<file path="config.mk">
export PLATFORM = sky130hd
export DESIGN_NAME = note_playback_ctrl_flat
export DESIGN_NICKNAME = d
export VERILOG_FILES = /design/src/rtl/note_playback_if.sv /design/src/rtl/note_playback_ctrl.sv /design/src/flat_wrapper.sv
export SDC_FILE = /design/constraint.sdc
export NUM_CORES = 1
export LEC_CHECK = 0
export ABC_AREA = 1
export CAP_MARGIN = 40
export CORE_MARGIN = 5
export CORE_UTILIZATION = 25
export CTS_CLUSTER_SIZE = 30
export DETAILED_ROUTE_END_ITERATION = 16
export GPL_TIMING_DRIVEN = 0
export REMOVE_ABC_BUFFERS = 1
export SETUP_SLACK_MARGIN = 0.2
export SLEW_MARGIN = 20
export SYNTH_ARGS = -nofsm -noshare
export SYNTH_HDL_FRONTEND = slang
export SYNTH_SLANG_ARGS = --single-unit
</file>
<file path="constraint.sdc">
create_clock -name clk -period 3.6 [get_ports clk]
set_input_delay 0.9 -clock clk [delete_from_list [all_inputs] [get_ports clk]]
set_output_delay 0.9 -clock clk [all_outputs]
set_load 0.02 [all_outputs]
</file>
<file path="src/rtl/note_playback_if.sv">
// note_playback_if: note selection, sample-tick, memory-read and sample-output signals of the playback controller
interface note_playback_if #(parameter int ADDR_W = 24);
  logic [ADDR_W-1:0] note_addr;
  logic              sample_tick;
  logic              mem_req;
  logic [ADDR_W-1:0] mem_addr;
  logic              mem_ack;
  logic [7:0]        mem_data;
  logic [7:0]        sample_out;
  logic              sample_valid;
  logic              overrun;
  modport master (
    output note_addr, sample_tick, mem_ack, mem_data,
    input  mem_req, mem_addr, sample_out, sample_valid, overrun
  );
  modport slave (
    input  note_addr, sample_tick, mem_ack, mem_data,
    output mem_req, mem_addr, sample_out, sample_valid, overrun
  );
endinterface

</file>
<file path="src/rtl/note_playback_ctrl.sv">
// note_playback_ctrl: fetches one clip sample per audio tick from memory, looping over CLIP_LEN samples per note
module note_playback_ctrl #(
  parameter int CLIP_LEN = 11264,
  parameter int ADDR_W   = 24
) (
  input logic            clk,
  input logic            rst,
  note_playback_if.slave bus
);
  localparam int OW = CLIP_LEN > 1 ? $clog2(CLIP_LEN) : 1;
  typedef enum logic {IDLE, FETCH} state_t;
  state_t            state, state_n;
  logic [ADDR_W-1:0] base, base_n, addr, addr_n;
  logic [OW-1:0]     offset, offset_n;
  logic              req, req_n, valid, valid_n, ovr, ovr_n;
  logic [7:0]        out, out_n;
  always_ff @(posedge clk or posedge rst) begin
    if (rst) begin
      state  <= IDLE;
      base   <= '0;
      offset <= '0;
      req    <= 1'b0;
      addr   <= '0;
      out    <= '0;
      valid  <= 1'b0;
      ovr    <= 1'b0;
    end else begin
      state  <= state_n;
      base   <= base_n;
      offset <= offset_n;
      req    <= req_n;
      addr   <= addr_n;
      out    <= out_n;
      valid  <= valid_n;
      ovr    <= ovr_n;
    end
  end
  // A new note and a tick in the same IDLE cycle fetch from the new base at offset 0
  always_comb begin
    state_n  = state;
    base_n   = base;
    offset_n = offset;
    req_n    = req;
    addr_n   = addr;
    out_n    = out;
    valid_n  = 1'b0;
    ovr_n    = ovr;
    if (state == IDLE) begin
      if (bus.note_addr != base) begin
        base_n   = bus.note_addr;
        offset_n = '0;
      end
      if (bus.sample_tick) begin
        state_n = FETCH;
        req_n   = 1'b1;
        addr_n  = base_n + ADDR_W'(offset_n);
      end
    end else begin
      ovr_n = ovr | bus.sample_tick;
      if (bus.mem_ack) begin
        state_n  = IDLE;
        req_n    = 1'b0;
        out_n    = bus.mem_data;
        valid_n  = 1'b1;
        offset_n = offset == OW'(CLIP_LEN - 1) ? '0 : offset + 1'b1;
      end
    end
  end
  assign bus.mem_req      = req;
  assign bus.mem_addr     = addr;
  assign bus.sample_out   = out;
  assign bus.sample_valid = valid;
  assign bus.overrun      = ovr;
endmodule

</file>
<file path="src/flat_wrapper.sv">
// flat-port wrapper written by rule: the top's interface ports become plain ports
module note_playback_ctrl_flat 
#(
  parameter int CLIP_LEN = 11264,
  parameter int ADDR_W   = 24
)
  (clk, rst, bus_note_addr, bus_sample_tick, bus_mem_ack, bus_mem_data, bus_mem_req, bus_mem_addr, bus_sample_out, bus_sample_valid, bus_overrun);
  note_playback_if #(.ADDR_W(ADDR_W)) bus_i ();
  input logic clk;
  input logic rst;
  input wire logic [$bits(bus_i.note_addr)-1:0] bus_note_addr;
  input wire logic [$bits(bus_i.sample_tick)-1:0] bus_sample_tick;
  input wire logic [$bits(bus_i.mem_ack)-1:0] bus_mem_ack;
  input wire logic [$bits(bus_i.mem_data)-1:0] bus_mem_data;
  output wire logic [$bits(bus_i.mem_req)-1:0] bus_mem_req;
  output wire logic [$bits(bus_i.mem_addr)-1:0] bus_mem_addr;
  output wire logic [$bits(bus_i.sample_out)-1:0] bus_sample_out;
  output wire logic [$bits(bus_i.sample_valid)-1:0] bus_sample_valid;
  output wire logic [$bits(bus_i.overrun)-1:0] bus_overrun;
  assign bus_i.note_addr = bus_note_addr;
  assign bus_i.sample_tick = bus_sample_tick;
  assign bus_i.mem_ack = bus_mem_ack;
  assign bus_i.mem_data = bus_mem_data;
  assign bus_mem_req = bus_i.mem_req;
  assign bus_mem_addr = bus_i.mem_addr;
  assign bus_sample_out = bus_i.sample_out;
  assign bus_sample_valid = bus_i.sample_valid;
  assign bus_overrun = bus_i.overrun;
  note_playback_ctrl #(.CLIP_LEN(CLIP_LEN), .ADDR_W(ADDR_W)) u_core (.clk(clk), .rst(rst), .bus(bus_i));
endmodule
</file>
# Yosys cells after proc, flatten, opt, wreduce, memory -nomap -nowiden
# Index checks and enable logic that the tools add are counted.
[totals]
regBits = 74
latch_bits = 0
mem_bits_rw = 0
romBits = 0
inputBits = 36
mem_count = 0
[classes]
n_addsub = 2
n_mul = 0
div_mod_pow = 0
magnitude_cmp = 0
eq_ne = 3
shift = 0
n_mux = 15
bitwise = 2
reduce_logical = 4
[op_table]
columns = ["op", "n"]
rows = [
  ["$mux W14", 5],
  ["$mux W24", 2],
  ["$add A24 B14 Y24", 1],
  ["$ne A24 B24 Y1", 1],
  ["$add A14 B1 Y14 const B", 1],
  ["$eq A14 B14 Y1 const B", 1],
  ["$mux W1", 8],
  ["$reduce_and A2 Y1", 3],
  ["$ne A2 B2 Y1 const B", 1],
  ["$reduce_bool A2 Y1", 1],
  ["$not A1 Y1", 1],
  ["$or A1 B1 Y1", 1],
]

# Depth between registers and ports, before layout
# Gate-level depths: netlist (run 1).
[logic_depth]
depth_word = 4
ltp_mapped = 24

# Worst setup path before layout (run 1)
# No wires, ideal clock.
[synth_timing]
path_type = "input -> register"
start = "in bus_note_addr[1]"
end = "reg u_core.addr[22] (netlist: u_core.bus.mem_addr[22])"
setup_ns = 0.117
arrival_ns = 3.370
setup_slack_ns = 0.113
path_stages = 23
path_buffers = 1
cell_sequence = "inv_1 nand2_1 nand2_1 nand2_1 nor2_1 nand2_1 nor2_4 nand2_1 clkbuf_1 nor2_1 ha_1 inv_1 fa_1 nor2_1 inv_1 nor2_1 nand3_1 nand2_1 nand3_2 nand3_4 nand3_1 nand3_1 nand2_1"
[synth_via]
elab_chain_len = 4
word_cells_on_any_way = 6
[synth_lines]
columns = ["element", "line_no", "source"]
rows = [
  ["from (decl)", "flat_wrapper.sv:11", "input wire logic [$bits(bus_i.note_addr)-1:0] bus_note_addr;"],
  ["$ne A24 B24 Y1", "note_playback_ctrl.sv:49", "if (bus.note_addr != base) begin"],
  ["$mux W24 / $mux W14 (equally long branches)", "note_playback_ctrl.sv:49", ""],
  ["$mux W24 / $mux W14 (equally long branches)", "note_playback_ctrl.sv:48", "if (state == IDLE) begin"],
  ["$add A24 B14 Y24 (*)", "note_playback_ctrl.sv:56", "addr_n = base_n + ADDR_W'(offset_n);"],
  ["to (signal assigned)", "note_playback_ctrl.sv:32", "addr <= addr_n;"],
  ["to (decl)", "note_playback_ctrl.sv:13", "logic [ADDR_W-1:0] base, base_n, addr, addr_n;"],
]
# Every way passes the cells marked *; elsewhere a longest branch is shown, timed or not. The select of a mux whose other input is x is not followed.
# A chain may end at the register's enable or synchronous reset.

# Worst setup path in the final report (run 1)
[layout_timing]
start = "in bus_note_addr[13]"
end = "reg u_core.addr[22] (netlist: u_core.bus.mem_addr[22])"
# The elaborated chain is that of the path after synthesis.

==> results of run 1 <==
## synth_stat cells (2+ instances only)
cell type	count
a21oi_1	17
a31oi_1	4
clkbuf_1	27
dfrtp_1	74
ha_1	14
inv_1	64
inv_2	4
nand2_1	212
nand2_2	5
nand2_4	2
nand3_1	28
nand3_2	6
nand3_4	2
nand4_1	11
nor2_1	49
nor3_1	8
nor3_2	2
nor4_1	4
o21a_1	2
o21ai_0	29
o21ai_1	4
o221ai_1	5
o22ai_1	4
or2_2	2
xnor2_1	14
xor2_1	17
## area by class of cell
class	count	area share, %
Clock inverter	2	0.230
Clock buffer	14	4.08
Multi-Input combinational cell	455	42.8
Timing Repair Buffer	87	12.9
Inverter	68	4.31
Sequential cell	74	31.0
Tap cell	229	4.79
## power by group through the flow
stage / clock network [mW] / registers (mW) / logic, mW
after floorplan: 0 / 1.17 / 0.266
after global placement: 0 / 1.08 / 0.670
after detailed placement: 0 / 1.09 / 0.684
after CTS: 0.843 / 1.07 / 0.684
after global routing: 0.874 / 1.08 / 0.787
final: 0.811 / 1.06 / 0.706
## logic make-up (layout without fill, tap and decap cells)
group / count (synthesis) / in the layout / share of synthesized area (%)
xor gates and xnor gates: 31 / 31 / 5.86
and+or+nand+nor: 338 / 338 / 33.0
buffers and inverters: 97 / 171 / 8.05
AOI/OAI and AO/OA: 71 / 71 / 8.88
DFF: 74 / 74 / 40.0
adders and majority gates: 15 / 15 / 4.21
## final timing paths
kind                            slack (ns)                   start                      end  cells after the start
worst max-delay path                  0.41       bus_note_addr[13]  u_core.bus.mem_addr[22]                     19
worst min-delay path                  0.47  u_core.bus.mem_addr[0]   u_core.bus.mem_addr[0]                      2
worst max register to register        0.74          u_core.base[8]  u_core.bus.mem_addr[22]                     20
worst min register to register        0.47  u_core.bus.mem_addr[0]   u_core.bus.mem_addr[0]                      2
max in group asynchronous             2.06                     rst             u_core.state                      3
min in group asynchronous             0.94                     rst       u_core.bus.overrun                      2
## registers in the layout, indices dropped and copies added (netlist names)
| name | count |
|---|---|
| u_core.state | 1 |
| u_core.offset | 14 |
| u_core.bus.mem_req | 1 |
| u_core.bus.sample_out | 8 |
| u_core.base | 24 |
| u_core.bus.overrun | 1 |
| u_core.bus.sample_valid | 1 |
| u_core.bus.mem_addr | 24 |
## stage by stage
stage / util (%) / instance area (µm²)
after global routing: 33.1 / 5990
after floorplan: - / 4520
final: 33.1 / 5990
after global placement: 30.4 / 5500
after CTS: 32.6 / 5890
after detailed placement: 30.8 / 5570
## per-layer routing
layer	wire length, µm	part of all wire, %
met1	6200	48
met2	5770	44
met3	821	6.3
met4	209	1.6
met5	7	0.054
## worst max-delay path: stages
cell and delay [ns]:
dlygate4sd2_1 0.29, xnor2_1 0.18, nand3_2 0.16, nor2_8 0.16, nand2_4 0.08, nor2_4 0.08
ha_2 0.17, inv_1 0.05, fa_2 0.39, nor2_4 0.14, inv_2 0.06, nor2_2 0.11
nand3_2 0.10, nand2_4 0.10, nand3_4 0.09, nand3_4 0.11, nand3_1 0.08, nand3_1 0.10
nand2_1 0.05
## what timing repair did
item	in CTS	in global routing
pin swaps	10	20
resized for setup	38	73
buffers inserted	6	7
endpoints found under the setup margin	22	17
cloned	0	0
==> qor.csv, run 1 <==
metric,value,unit
Tmin final,3.19,ns
total power,2.57,mW
Root Buffer,clkbuf_16,
gr usage total,12.5,%
"wirelength, routed",13.0,mm
Die Ht,146,µm
Max-slew headroom,65.8,%
CP max FO,5,
initial DRC count,213,
post-route ant nets,0,
internal power,1.74,mW
Initial DRT Pass Iterations,4,
Peak supply drop,0.000216,V
RSZ-0062 raised after global routing,no,
Max clock buf depth,2,
Clock Skews,0.00781,ns
Worst-Margin Slew,0.512,ns
post-route clock period utilization,88.6,%
crit path DAT,3.42,ns
combinational share of power,27.4,%
DRC,0,
Hold Buf Count CTS,0,
num rows,49,
Crit. End Element,register,
synth top area cells,"dfrtp_1 (40%), nand2_1 (17%), inv_1 (5.2%)",
DIE AREA,21400,µm²
Worst Path Required,3.83,ns
Clock power frac,31.5,%
post-DP HPWL,9.75,mm
number of max-cap violations,0,
Max Slew Vio Count,0,
Storage cell area,1850,µm²
ys flop type,dfrtp_1,
Starting Density,25.6,%
Sink Count,74,
post-synth top area share,40.0,%
"area leader, netlist",dfrtp_1,
pre-CTS worst setup slack,-1.02,ns
initial antenna violation count,1,
most frequent cells in the layout,"nand2_1 (205), dfrtp_1 (73), inv_1 (57), clkdlybuf4s50_1 (46), nor2_1 (38)",
CP Launch Type,input pin,
number of synthesized register bits,74,
gp weighted congestion,0.835,
Final WS setup,0.410,ns
pwr dens,430,nW/µm²
fin cells,929,
largest net degree at the start of global routing,43,
first-pass GRT wire length,21.5,mm
Post-synth ARST share,100,%
number of flops mapped to enable cells by yosys,0,
Via density,4.53,
Worst-Skew Late Latency,0.34,ns
Max Fclk,0.313,GHz
FILL cells,1924,
Sw Share,32.5,%
register area share after synthesis,40.0,%
Area Growth Syn to Fin,29.2,%
grt met1 use,17.2,%
Syn Std Cell Area,4630,µm²
grt ovf,0,
placed insts,899,
Num CTS Buffers,9,
fin nets,746,
Total Neg Setup Slack,0,ns
Vias,4205,
IO Pins,71,
endpoints failing setup,0,
H-Tree Depth,3,
Final Hold Fails,0,
area occupied by multi-input gates,2560,µm²
worst hold path class,reg2reg,
Ys Warns,0,
post-synthesis cell type count,42,
sequential power share,41.1,%
syn avg cell area,7.40,µm²
share of cells above drive strength 1,17.0,%
M2 GR Usage,18.9,%
DR WL/cell,14.0,µm
Setup CP Type,in2reg,
antenna cell count,0,
minimum hold slack,0.473,ns
CTS tree,yes,
"Reg clk slew, reported paths",0.06,ns
"Most Used Layer, Global Route",met2,
global-route met3 utilization,3.28,%
vias in the first global route,4191,
sw power,0.836,mW
status,"finished, final reports clean",
Die Wd,146,µm
Pleak,2.87,nW
"commonest non-fill, non-tap cell in the layout",nand2_1,
Core ar.,18100,µm²
Synth Instances,626,
Port Buffers,70,
Note: power is estimated with default switching activity, not from simulation.
==> run 2: changes to the inputs <==
--- a/config.mk
+++ b/config.mk
@@ -6,9 +6,10 @@
 export NUM_CORES = 1
 export LEC_CHECK = 0
 export ABC_AREA = 1
+export ABC_CLOCK_PERIOD_IN_PS = 3600
 export CAP_MARGIN = 40
 export CORE_MARGIN = 5
-export CORE_UTILIZATION = 25
+export CORE_UTILIZATION = 41
 export CTS_CLUSTER_SIZE = 30
 export DETAILED_ROUTE_END_ITERATION = 16
 export GPL_TIMING_DRIVEN = 0
==> run 2 against run 1 <==
  * Clock-buffer cell count decreased by 4
  * First-iteration DRC count rose by 0.47%
  * Via count up 0.29%
  * Utilization is 21 points higher
  * Combinational power decreased by 4.5%
==> qor.csv, run 2 (same netlist as run 1, synthesis figures left out) <==
metric,value,unit
Max Slew Vio Count,0,
Max Fclk,0.310,GHz
global-route met3 utilization,1.76,%
vias in the first global route,4131,
Final Hold Fails,0,
total power,2.59,mW
pwr dens,441,nW/µm²
"Most Used Layer, Global Route",met2,
first-pass GRT wire length,20.1,mm
CP Launch Type,input pin,
Max clock buf depth,2,
grt ovf,0,
crit path DAT,3.50,ns
Setup CP Type,in2reg,
Peak supply drop,0.000209,V
Root Buffer,clkbuf_16,
Tmin final,3.23,ns
DIE AREA,13500,µm²
Worst Path Buf+Inv,3,
most frequent cells in the layout,"nand2_1 (205), dfrtp_1 (73), inv_1 (58), clkdlybuf4s50_1 (46), nor2_1 (39)",
initial DRC count,214,
Port Buffers,70,
post-DP HPWL,9.13,mm
fin nets,743,
Starting Density,42.4,%
post-route clock period utilization,89.7,%
"Reg clk slew, reported paths",0.07,ns
antenna cell count,0,
Worst path slowest cell,fa_2,
gp weighted congestion,0.860,
Sink Count,74,
largest net degree at the start of global routing,43,
H-Tree Depth,3,
Worst-Margin Slew,0.766,ns
share of cells above drive strength 1,16.1,%
Area Growth Syn to Fin,26.8,%
Pleak,2.85,nW
Worst-Skew Late Latency,0.34,ns
CP peak stage delay,0.38,ns
"commonest non-fill, non-tap cell in the layout",nand2_1,
minimum hold slack,0.477,ns
Worst Path Required,3.87,ns
gr usage total,18.9,%
Die Ht,116,µm
num rows,38,
DRC,0,
FILL cells,1087,
Num CTS Buffers,9,
Max-slew headroom,48.9,%
RSZ-0062 raised after global routing,no,
Via density,5.04,
status,"finished, final reports clean",
M2 GR Usage,29.5,%
Die Wd,116,µm
"wirelength, routed",12.1,mm
Vias,4217,
IO Pins,71,
post-route ant nets,0,
Crit. End Element,register,
CP max FO,5,
crit-path cells,dlygate4sd2_1 > xor2_1 > nor2_1 > nand2_2 > nor2_8 > nand2_4 > nor2_4 > ha_2 > inv_1 > fa_2 > nor2_4 > inv_2 > nor2_2 > nand3_2 > nand2_4 > nand3_4 > nand3_4 > nand2_1 > nand2_1 > nand3_1 > nand2_1,
Clock Skews,0.0117,ns
Initial DRT Pass Iterations,5,
DR WL/cell,14.5,µm
"Core Util, Final",53.7,%
grt met1 use,27.2,%
endpoints failing setup,0,
Top delay family on crit path,simple AND/OR/NAND/NOR gates,
"most used cell, CP",nand2_1,
number of max-cap violations,0,
worst hold path class,reg2reg,
Core ar.,10900,µm²
Total Neg Setup Slack,0,ns
CTS tree,yes,
initial antenna violation count,0,
-- run 2: cell count changes in the layout (fill, tap and decap cells not counted), moves of 2 or more --
cell | previous run | this run
buf_4 | 13 | 11
ha_1 | 11 | 13
clkbuf_2 | 21 | 16
nor2_4 | 3 | 5
clkinvlp_4 | 0 | 2
clkbuf_1 | 5 | 0
nor2_2 | 10 | 7
dlygate4sd2_1 | 2 | 4
clkdlybuf4s15_1 | 0 | 4
-- run 2: layout make-up --
class	instances	area [µm²]	share of cell area (%)
timing repair buffer	84	757	12.9
sequential	74	1850	31.5
tap	140	175	2.98
inverter	68	258	4.39
multi-input combinational	455	2550	43.4
clock buffer	10	239	4.07
clock inverter	6	42.5	0.724
-- run 2: power breakdown --
group          internal [mW]  switching [mW]  leakage (nW)
registers              0.968           0.102         0.920
clock network          0.485           0.362         0.134
logic                  0.294           0.380          1.80
total                   1.75           0.845          2.85
-- run 2: repair_timing --
item                                    4_1_cts  5_1_grt
resized for setup                            36       66
pin swaps                                     8       27
buffers inserted                              9        2
hold buffers                                  0        0
endpoints found under the setup margin       22       17
-- run 2: metrics by stage --
step | setup WS (ns) | std cells | area [µm²]
final | 0.371 | 837 | 5870
after global routing | 0.165 | 837 | 5870
after CTS | 0.204 | 835 | 5810
after detailed placement | -0.985 | 810 | 5460
after global placement | -0.988 | 807 | 5390
after floorplan | 0.149 | 597 | 4520
-- run 2: worst paths after layout --
path	from	end	slack (ns)	depth (start not counted)
max	bus_note_addr[3]	u_core.bus.mem_addr[22]	0.37	21
min	u_core.bus.mem_addr[0]	u_core.bus.mem_addr[0]	0.48	2
max reg2reg	u_core.base[23]	u_core.bus.mem_addr[22]	0.76	21
min reg2reg	u_core.bus.mem_addr[0]	u_core.bus.mem_addr[0]	0.48	2
max in group asynchronous	rst	u_core.bus.mem_addr[13]	2.09	3
min in group asynchronous	rst	u_core.bus.overrun	0.94	2
-- run 2: worst min-delay path, cell delays in order, from the launching register on --
cell     delay (ns)
dfrtp_1        0.34
nand2_1        0.05
nand2_1        0.05
-- run 2: layer usage --
layer	up-vias	wire, µm
met5	-	0
met4	0	233
met3	15	407
met2	90	5610
met1	1989	5870
li1	2123	-
==> run 3: changes to the inputs <==
--- a/config.mk
+++ b/config.mk
@@ -6,12 +6,13 @@
 export NUM_CORES = 1
 export LEC_CHECK = 0
 export ABC_AREA = 1
-export ABC_CLOCK_PERIOD_IN_PS = 3600
+export ABC_CLOCK_PERIOD_IN_PS = 2950
 export CAP_MARGIN = 40
 export CORE_MARGIN = 5
 export CORE_UTILIZATION = 41
 export CTS_CLUSTER_SIZE = 30
 export DETAILED_ROUTE_END_ITERATION = 16
+export DONT_BUFFER_PORTS = 1
 export GPL_TIMING_DRIVEN = 0
 export REMOVE_ABC_BUFFERS = 1
 export SETUP_SLACK_MARGIN = 0.2
==> constraint.sdc (replaced) <==
create_clock -name clk -period 2.95 [get_ports clk]
set_input_delay 0.7375 -clock clk [delete_from_list [all_inputs] [get_ports clk]]
set_output_delay 0.7375 -clock clk [all_outputs]
set_load 0.02 [all_outputs]
==> run 3 against run 2 <==
  * Via count decreased by 3.5%
  * Largest cell class unchanged
  * Sequential cell count unchanged
  * Combinational power decreased by 29%
  * Utilization decreased by 2.3 points
  * Clock power increased by 46%
  * Global-route usage decreased by 0.060 points
  * Clock skew decreased by 0.0047 ns
  * Register-to-register slack got worse by 0.67 ns
  * Non-clock buffer count decreased by 64
  * Critical path depth increased by 1
  * Hold slack got worse by 0.18 ns
  * First-iteration DRC count increased by 26%
==> qor.csv, run 3 (same netlist as run 1, synthesis figures left out) <==
metric,value,unit
antenna cell count,0,
Port Buffers,0,
Starting Density,42.4,%
sequential power share,45.7,%
Hold Buf Count CTS,0,
Tmin final,2.87,ns
Sw Share,30.7,%
share of cells above drive strength 1,22.4,%
sw power,0.972,mW
minimum hold slack,0.294,ns
post-DP HPWL,8.89,mm
"Core Util, Final",51.5,%
first-pass GRT wire length,19.7,mm
"Reg clk slew, reported paths",0.06,ns
Max Slew Vio Count,0,
Worst Path Required,3.18,ns
worst hold path class,in2async,
Sink Count,74,
post-route clock period utilization,97.4,%
IO Pins,71,
initial antenna violation count,0,
RSZ-0062 raised after global routing,yes,
Initial DRT Pass Iterations,5,
Clock power frac,39.3,%
initial DRC count,270,
Pleak,2.66,nW
DRC,0,
num rows,38,
DR WL/cell,16.0,µm
Crit. End Element,register,
Setup CP Type,in2reg,
Max Fclk,0.348,GHz
gr usage total,18.8,%
Final Hold Fails,0,
largest net degree at the start of global routing,43,
CTS tree,yes,
Worst-Margin Slew,0.734,ns
fin nets,679,
crit path DAT,3.10,ns
Num CTS Buffers,9,
CP Launch Type,input pin,
internal power,2.19,mW
gp weighted congestion,0.869,
H-Tree Depth,3,
Via density,5.26,
Worst-Skew Late Latency,0.34,ns
grt ovf,0,
combinational share of power,15.0,%
FF-to-FF path depth,22,
most frequent cells in the layout,"nand2_1 (197), dfrtp_1 (73), inv_1 (56), nor2_1 (29), o21ai_0 (25)",
Root Buffer,clkbuf_16,
post-route ant nets,0,
CP max FO,4,
launch point of the worst reg-to-reg path,u_core.base[0],
Clock Skews,0.00704,ns
Max clock buf depth,2,
vias in the first global route,4006,
number of max-cap violations,0,
"wirelength, routed",12.4,mm
pwr dens,563,nW/µm²
Vias,4069,
FF-to-FF End,u_core.bus.mem_addr[13],
"commonest non-fill, non-tap cell in the layout",nand2_1,
Die Ht,116,µm
endpoints failing setup,0,
DIE AREA,13500,µm²
"setup slack, reg-to-reg",0.09,ns
Peak supply drop,0.000274,V
status,"finished, final reports clean",
Die Wd,116,µm
Core ar.,10900,µm²
Max-slew headroom,51.1,%
Area Growth Syn to Fin,21.4,%
-- run 3: metal layers --
metal / global-route usage (%) / routed length [µm] / vias up
met5: 0 / 0 / -
met4: 9.28 / 378 / 0
met3: 5.54 / 1010 / 26
met2: 28.6 / 5670 / 150
met1: 24.5 / 5350 / 1897
li1: - / - / 1996
-- run 3: power groups by stage --
stage	registers [mW]	logic (mW)	clock network (mW)
after floorplan	1.42	0.324	0
after global placement	1.46	0.404	0
after detailed placement	1.47	0.429	0
after CTS	1.45	0.458	1.27
after global routing	1.47	0.550	1.32
final	1.45	0.476	1.24
-- run 3: area by class of cell --
cell class | instances | area (µm²)
Tap cell | 140 | 175
Clock buffer | 11 | 233
Sequential cell | 74 | 1850
Timing Repair Buffer | 20 | 190
Fill cell | 1022 | 5310
Multi-Input combinational cell | 455 | 2810
Inverter | 68 | 260
Clock inverter | 5 | 103
-- run 3: critical path, cell delays in order --
cell and delay, ns:
inv_1 0.04, nand2_1 0.05, nand2_1 0.08, nand2_2 0.09, nor2_2 0.13, nand2_2 0.07
nor2_4 0.15, nand2_4 0.10, nor2_2 0.11, ha_1 0.24, a21oi_1 0.14, nor2_1 0.06
nor2_1 0.15, nor2_1 0.07, nand3_2 0.11, nand2_2 0.10, nand2_1 0.10, nand3_2 0.12
nand2_1 0.13, nand3b_1 0.09, nand3_1 0.14, nand2_1 0.07
-- run 3: how the worst max path moves through the flow --
stage                           start                 endpoint  slack [ns]  depth (start not counted)
floorplan            bus_note_addr[1]  u_core.bus.mem_addr[22]       -0.34                         22
global placement         u_core.state   u_core.bus.mem_addr[2]       -1.08                          3
detailed placement  bus_note_addr[18]  u_core.bus.mem_addr[22]       -0.89                         22
CTS                   u_core.base[23]  u_core.bus.mem_addr[22]        0.15                         21
global route          u_core.base[20]  u_core.bus.mem_addr[13]       -0.11                         22
finish               bus_note_addr[0]  u_core.bus.mem_addr[13]        0.08                         22
-- run 3: through the flow --
step	setup WS, ns	total power, mW	std cells	area [µm²]	TNS [ns]
after floorplan	-0.339	1.75	597	4520	-2.62
after global placement	-1.08	1.87	737	4690	-66.53
after detailed placement	-0.893	1.90	740	4760	-13.67
after CTS	0.148	3.18	764	5270	0
after global routing	-0.115	3.34	773	5630	-0.329
final	0.0761	3.17	773	5630	0
-- run 3: what timing repair did --
| item | CTS | global route |
|---|---|---|
| resized for setup | 35 | 65 |
| buffers inserted | 8 | 9 |
| endpoints found under the setup margin | 22 | 23 |
| pin swaps | 23 | 25 |
| cloned | 0 | 0 |
